File: config.mk
export PLATFORM = sky130hd
export DESIGN_NAME = logic_exec_stage
export DESIGN_NICKNAME = d
export VERILOG_FILES = /design/src/rtl/logic_pkg.sv /design/src/rtl/logic_fifo.sv /design/src/rtl/logic_exec_stage.sv
export SDC_FILE = /design/constraint.sdc
export NUM_CORES = 1
export LEC_CHECK = 0
export ABC_AREA = 0
export CORE_UTILIZATION = 45
export CTS_BUF_LIST = sky130_fd_sc_hd__clkbuf_16
export DETAILED_ROUTE_END_ITERATION = 10
export GPL_TIMING_DRIVEN = 0
export PLACE_DENSITY = 0.66
export SLEW_MARGIN = 0
export SYNTH_ARGS = -nofsm -noshare
export SYNTH_HDL_FRONTEND = slang
export SYNTH_SLANG_ARGS = --single-unit
File: constraint.sdc
create_clock -name clk -period 2.4 [get_ports clk]
set_clock_uncertainty 0.1 [all_clocks]
set_input_delay 0.24 -clock clk [delete_from_list [all_inputs] [get_ports clk]]
set_output_delay 0.24 -clock clk [all_outputs]
set_load 0.005 [all_outputs]
File: src/rtl/logic_pkg.sv
// Shared opcode encoding and evaluation function for the bitwise logic stage.
package logic_pkg;

    localparam int OP_W   = 3;
    // Evaluation is done at a fixed wide width; callers cast back down to their
    // own operand width, so inversions never leak past the result width.
    localparam int EVAL_W = 32;

    localparam logic [OP_W-1:0] OP_AND   = 3'd0;
    localparam logic [OP_W-1:0] OP_OR    = 3'd1;
    localparam logic [OP_W-1:0] OP_XOR   = 3'd2;
    localparam logic [OP_W-1:0] OP_NAND  = 3'd3;
    localparam logic [OP_W-1:0] OP_NOR   = 3'd4;
    localparam logic [OP_W-1:0] OP_XNOR  = 3'd5;
    localparam logic [OP_W-1:0] OP_NOTA  = 3'd6;
    localparam logic [OP_W-1:0] OP_PASSB = 3'd7;

    function automatic logic [EVAL_W-1:0] logic_eval(
        input logic [OP_W-1:0]   op,
        input logic [EVAL_W-1:0] a,
        input logic [EVAL_W-1:0] b
    );
        logic [EVAL_W-1:0] r;
        case (op)
            OP_AND:   r = a & b;
            OP_OR:    r = a | b;
            OP_XOR:   r = a ^ b;
            OP_NAND:  r = ~(a & b);
            OP_NOR:   r = ~(a | b);
            OP_XNOR:  r = ~(a ^ b);
            OP_NOTA:  r = ~a;
            default:  r = b;
        endcase
        return r;
    endfunction

endpackage

File: src/rtl/logic_fifo.sv
// Small synchronous FIFO holding packed result/op/flag words.
// When empty, the output shows the last word popped (0 after reset).
module logic_fifo import logic_pkg::*; #(
    parameter int DW    = 10,
    parameter int DEPTH = 2
) (
    input  logic                     clk,
    input  logic                     rst_n,
    input  logic                     push,
    input  logic [DW-1:0]            push_data,
    input  logic                     pop,
    output logic [DW-1:0]            pop_data,
    output logic [$clog2(DEPTH):0]   count,
    output logic                     full,
    output logic                     empty
);

    localparam int AW = $clog2(DEPTH);
    localparam int CW = AW + 1;

    logic [DW-1:0] mem_q [DEPTH];
    logic [DW-1:0] mem_d [DEPTH];
    logic [AW-1:0] wr_ptr_q, wr_ptr_d;
    logic [AW-1:0] rd_ptr_q, rd_ptr_d;
    logic [CW-1:0] count_q, count_d;
    logic [DW-1:0] hold_q, hold_d;
    logic          push_en;
    logic          pop_en;

    assign full  = (count_q == CW'(DEPTH));
    assign empty = (count_q == '0);
    assign count = count_q;

    // Head word, or the most recently popped word while empty.
    assign pop_data = empty ? hold_q : mem_q[rd_ptr_q];

    // Next-state for pointers, occupancy, storage and the empty-hold register.
    always_comb begin
        push_en  = push && !full;
        pop_en   = pop && !empty;
        mem_d    = mem_q;
        wr_ptr_d = wr_ptr_q;
        rd_ptr_d = rd_ptr_q;
        count_d  = count_q;
        hold_d   = hold_q;
        if (push_en) begin
            mem_d[wr_ptr_q] = push_data;
            wr_ptr_d        = wr_ptr_q + AW'(1);
        end
        if (pop_en) begin
            hold_d   = mem_q[rd_ptr_q];
            rd_ptr_d = rd_ptr_q + AW'(1);
        end
        case ({push_en, pop_en})
            2'b10:   count_d = count_q + CW'(1);
            2'b01:   count_d = count_q - CW'(1);
            default: count_d = count_q;
        endcase
    end

    // Control state registers; cleared by reset.
    always_ff @(posedge clk or negedge rst_n) begin
        if (!rst_n) begin
            wr_ptr_q <= '0;
            rd_ptr_q <= '0;
            count_q  <= '0;
            hold_q   <= '0;
        end else begin
            wr_ptr_q <= wr_ptr_d;
            rd_ptr_q <= rd_ptr_d;
            count_q  <= count_d;
            hold_q   <= hold_d;
        end
    end

    // Storage array; contents are only read while occupied, so no reset.
    always_ff @(posedge clk) begin
        mem_q <= mem_d;
    end

endmodule

File: src/rtl/logic_exec_stage.sv
// Registered, handshaked bitwise logic execution stage: one input register
// stage (S1) feeding an output FIFO of results with precomputed flags.
module logic_exec_stage import logic_pkg::*; #(
    parameter int WIDTH = 4,
    parameter int DEPTH = 2,
    parameter int CNT_W = 8
) (
    input  logic              clk,
    input  logic              rst_n,
    input  logic              in_valid,
    output logic              in_ready,
    input  logic [OP_W-1:0]   in_op,
    input  logic [WIDTH-1:0]  in_a,
    input  logic [WIDTH-1:0]  in_b,
    output logic              out_valid,
    input  logic              out_ready,
    output logic [WIDTH-1:0]  out_result,
    output logic [OP_W-1:0]   out_op,
    output logic              out_zero,
    output logic              out_ones,
    output logic              out_parity,
    output logic [CNT_W-1:0]  op_count
);

    localparam int CW = $clog2(DEPTH) + 1;
    localparam int RW = OP_W + 3 + WIDTH;

    logic              s1_valid_q, s1_valid_d;
    logic [OP_W-1:0]   s1_op_q, s1_op_d;
    logic [WIDTH-1:0]  s1_a_q, s1_a_d;
    logic [WIDTH-1:0]  s1_b_q, s1_b_d;
    logic [CNT_W-1:0]  op_count_q, op_count_d;

    logic              accept;
    logic              pop;
    logic [WIDTH-1:0]  eval_res;
    logic              flag_zero;
    logic              flag_ones;
    logic              flag_parity;
    logic [RW-1:0]     push_word;
    logic [RW-1:0]     head_word;
    logic [CW-1:0]     fifo_count;
    logic              fifo_full;
    logic              fifo_empty;
    logic [CW:0]       occupancy;

    // Space for the S1 beat is reserved up front, so S1 can always drain into
    // the FIFO on the next edge. Only registered state feeds in_ready; full is
    // implied by the occupancy test but kept explicit for readability.
    always_comb begin
        occupancy = {1'b0, fifo_count} + {{CW{1'b0}}, s1_valid_q};
        in_ready  = !fifo_full && (occupancy < (CW+1)'(DEPTH));
        accept    = in_valid && in_ready;
        pop       = out_valid && out_ready;
    end

    // S1 capture: loads on accept, otherwise empties (it always drains).
    always_comb begin
        s1_valid_d = accept;
        s1_op_d    = s1_op_q;
        s1_a_d     = s1_a_q;
        s1_b_d     = s1_b_q;
        if (accept) begin
            s1_op_d = in_op;
            s1_a_d  = in_a;
            s1_b_d  = in_b;
        end
    end

    // Evaluate the S1 beat and derive flags at FIFO write time.
    always_comb begin
        eval_res    = WIDTH'(logic_eval(s1_op_q, EVAL_W'(s1_a_q), EVAL_W'(s1_b_q)));
        flag_zero   = (eval_res == '0);
        flag_ones   = &eval_res;
        flag_parity = ^eval_res;
        push_word   = {s1_op_q, flag_zero, flag_ones, flag_parity, eval_res};
    end

    // Completed-operation counter, wraps freely.
    always_comb begin
        op_count_d = op_count_q;
        if (pop) begin
            op_count_d = op_count_q + CNT_W'(1);
        end
    end

    // Stage registers and pop counter.
    always_ff @(posedge clk or negedge rst_n) begin
        if (!rst_n) begin
            s1_valid_q <= 1'b0;
            s1_op_q    <= '0;
            s1_a_q     <= '0;
            s1_b_q     <= '0;
            op_count_q <= '0;
        end else begin
            s1_valid_q <= s1_valid_d;
            s1_op_q    <= s1_op_d;
            s1_a_q     <= s1_a_d;
            s1_b_q     <= s1_b_d;
            op_count_q <= op_count_d;
        end
    end

    logic_fifo #(
        .DW    (RW),
        .DEPTH (DEPTH)
    ) u_fifo (
        .clk       (clk),
        .rst_n     (rst_n),
        .push      (s1_valid_q),
        .push_data (push_word),
        .pop       (pop),
        .pop_data  (head_word),
        .count     (fifo_count),
        .full      (fifo_full),
        .empty     (fifo_empty)
    );

    // Unpack the FIFO head onto the output ports.
    always_comb begin
        out_valid  = !fifo_empty;
        out_op     = head_word[RW-1 -: OP_W];
        out_zero   = head_word[WIDTH+2];
        out_ones   = head_word[WIDTH+1];
        out_parity = head_word[WIDTH];
        out_result = head_word[WIDTH-1:0];
        op_count   = op_count_q;
    end

endmodule
==> flow_summary.json <==
{
  "peakVddDrop_mv": 0.7889,
  "hp-start": "in_valid",
  "routedWlPerCell_um": 13.07,
  "globalplace.congestion": 0.7018,
  "final_cell_mix": "34 x dfrtp_1, 31 x clkdlybuf4s50_1, 23 x o21ai_0, 20 x nand2_1, 20 x edfxtp_1",
  "holdPathStages": 3,
  "cp_slowest_cell": "clkdlybuf4s50_1",
  "yosysWarningCount": 0,
  "drv_slew": 0,
  "dp_hpwl_um": 3445,
  "firstDrtPassIters": 4,
  "multiInputGateArea_um2": 1082,
  "synth.distinct_cells": 33,
  "cts.sinks": 54,
  "grt_max_degree": 35,
  "coreArea_um2": 5608,
  "overflow": 0,
  "layout.nets": 308,
  "vias": 1756,
  "ys_seq_elements": 54,
  "ios": 35,
  "initial_utilization": 0.4748,
  "min_path_type": "input port to flop",
  "port_buffers": 33,
  "crit_path_end_kind": "output pin",
  "finalCriticalPeriod_ns": 2.312,
  "leakagePower_uw": 0.001381,
  "finalSetupViolations": 0,
  "syn_area_per_cell_um2": 11.19,
  "crit_arrival_ns": 1.97,
  "cp-start-kind": "flop",
  "syn_inst": 238,
  "drtIter0Drc": 66,
  "final_util": 0.5814,
  "rows": 27,
  "max_stage_delay_ns": 0.52,
  "die_y_um": 78.92,
  "die_w_um": 78.92,
  "htreeDepth": 2,
  "drcViolationCount": 0,
  "diodes": 0,
  "clkSlewWorstSetupHoldPaths_ns": 0.06,
  "syn-num-nets": 267,
  "mostFrequentLayoutCell": "dfrtp_1",
  "finalCritPeriodShare": 0.9635,
  "rsz0062_at_grt": "true",
  "clock_path_buffers": 2,
  "drt-vias-per-instance": 4.989,
  "fin_hold_ws_ns": 0.2478,
  "rr_worst_depth": 7,
  "track_usage": 0.1728,
  "r2r_slack_ns": 0.14,
  "path_cells": "buf_6 > or2_2 > buf_2 > a21oi_1 > clkdlybuf4s50_1",
  "clock_latency_ns": 0.29,
  "worstPathMaxFanout": 10,
  "wl_um": 4601,
  "hold_end": "s1_a_q[3]",
  "cts_tree": "done",
  "syn2layout_area_growth_pct": 22.46,
  "criticalPathCategory": "flop to output pin",
  "timing_worst_slew_pin_value_ns": 0.8439,
  "maxCapViolCount": 0,
  "grt_pass1_vias": 1818,
  "die_area_um2": 6228,
  "cts_buffers": 5,
  "powerDensity_nw_per_um2": 1498,
  "status": "finished clean",
  "fill_cells": 491,
  "cp.required_ns": 2.06,
  "grt_antenna_before_repair": 0,
  "regArea_um2": 1451,
  "hold_viol": 0,
  "rr_endpoint": "u_fifo.mem_q[15]",
  "cts_root_buffer": "clkbuf_16",
  "fmax_ghz": 0.4324,
  "r2r-start": "s1_a_q[1]",
  "syn_area_um2": 2663,
  "yosysSeqAreaShare": 0.5451,
  "drive_gt1_frac": 0.1036,
  "grt_first_pass_wirelength_um": 8369,
  "slew_headroom": 0.4353,
  "drtAntennaViolNets": 0
}
==> kinds of logic after synthesis <==
family | after synthesis | synth area share
mux | 22 | 0.09539
flops | 54 | 0.5451
xor+xnor | 13 | 0.04276
fa+ha+maj | 14 | 0.06579
compound gates | 49 | 0.1053
buf+inv | 28 | 0.04840
simple gates | 58 | 0.09728
==> stage by stage <==
stage / total power, uW / area, um^2 / TNS, ns / std cells / setup WS [ns]
after global placement: 4036 / 3083 / 0 / 343 / 0.1813
after global routing: 5308 / 3261 / -0.006770 / 352 / -0.003417
after CTS: 4957 / 3258 / 0 / 352 / 0.04503
after detailed placement: 4128 / 3078 / 0 / 343 / 0.1338
final: 4886 / 3261 / 0 / 352 / 0.08755
after floorplan: 3280 / 2663 / 0 / 238 / 0.2963
==> final cells by class <==
type | count | share of cell area
buffer | 12 | 0.02187
clock buffer | 5 | 0.03837
clock inverter | 3 | 0.01305
inverter | 16 | 0.01842
multi-input combinational | 156 | 0.3319
sequential | 54 | 0.4451
tap | 72 | 0.02763
timing repair buffer | 34 | 0.1036
==> Yosys cell counts <==
cell	instances	share of area
xor2_1	3	0.0099
buf_2	4	0.0075
nand3_1	11	0.021
mux2_2	7	0.030
nand4_1	2	0.0047
nor2b_1	3	0.0070
a2111oi_0	1	0.0033
inv_1	16	0.023
o31ai_1	3	0.0085
xnor2_1	10	0.033
mux2i_1	13	0.049
o211ai_1	4	0.011
o21a_1	1	0.0028
dfrtp_1	34	0.32
edfxtp_1	20	0.23
nor2_1	16	0.023
a21oi_1	14	0.026
clkbuf_1	4	0.0056
o21ai_0	23	0.043
a21oi_2	1	0.0033
and2_1	2	0.0047
o21ai_2	1	0.0033
or4_1	1	0.0028
ha_1	14	0.066
mux4_2	2	0.017
buf_1	1	0.0014
nor3_1	1	0.0019
buf_6	2	0.0085
o32ai_1	1	0.0033
or2_2	1	0.0024
nand2b_1	1	0.0024
nand2_1	20	0.028
buf_4	1	0.0028
==> worst max-delay path: cells and delay by family (launching register included) <==
family | cells | cell delay [ns]
and+or+nand+nor | 1 | 0.31
AOI/OAI and AO/OA | 1 | 0.16
buffers and inverters | 3 | 0.85
DFF | 1 | 0.37
==> flip-flops by register name, indices dropped and copies added, names as in the netlist, 2 cells and up <==
signal         cells
op_count           8
s1_op_q            3
s1_b_q             4
s1_a_q             4
u_fifo.hold_q     10
u_fifo.mem_q      20
u_fifo.count       2
==> repair_timing <==
action	4_1_cts	5_1_grt
gates resized for setup	2	3
hold endpoints to repair	34	0
endpoints found under the setup margin	7	7
buffers inserted	0	0
pin swaps	0	0
hold buffers	1	0
==> metal layers <==
layer,vias to the layer above,GRT usage,share of wire
met1,801,0.2186,0.47
met4,0,0.06000,0.017
met5,-,0,0
li1,909,-,-
met3,9,0.03333,0.034
met2,37,0.2957,0.47
==> how the worst max path moves through the flow <==
stage,end,from,slack (ns)
floorplan,u_fifo.mem_q[15],s1_b_q[1],0.30
global placement,u_fifo.mem_q[5],s1_a_q[1],0.18
detailed placement,u_fifo.mem_q[15],s1_a_q[1],0.13
CTS,out_op[2],u_fifo.count[0],0.05
global route,out_result[3],u_fifo.count[0],-0.003
finish,out_op[2],u_fifo.count[0],0.09
==> where the power goes <==
group / leakage, uW / internal, uW / switching (uW)
combinational: 0.000695 / 1190 / 1180
clock: 0.0000852 / 490 / 313
sequential: 0.000601 / 1480 / 238
total: 0.00138 / 3150 / 1730
No activity file was read; power rests on OpenSTA's default activity.
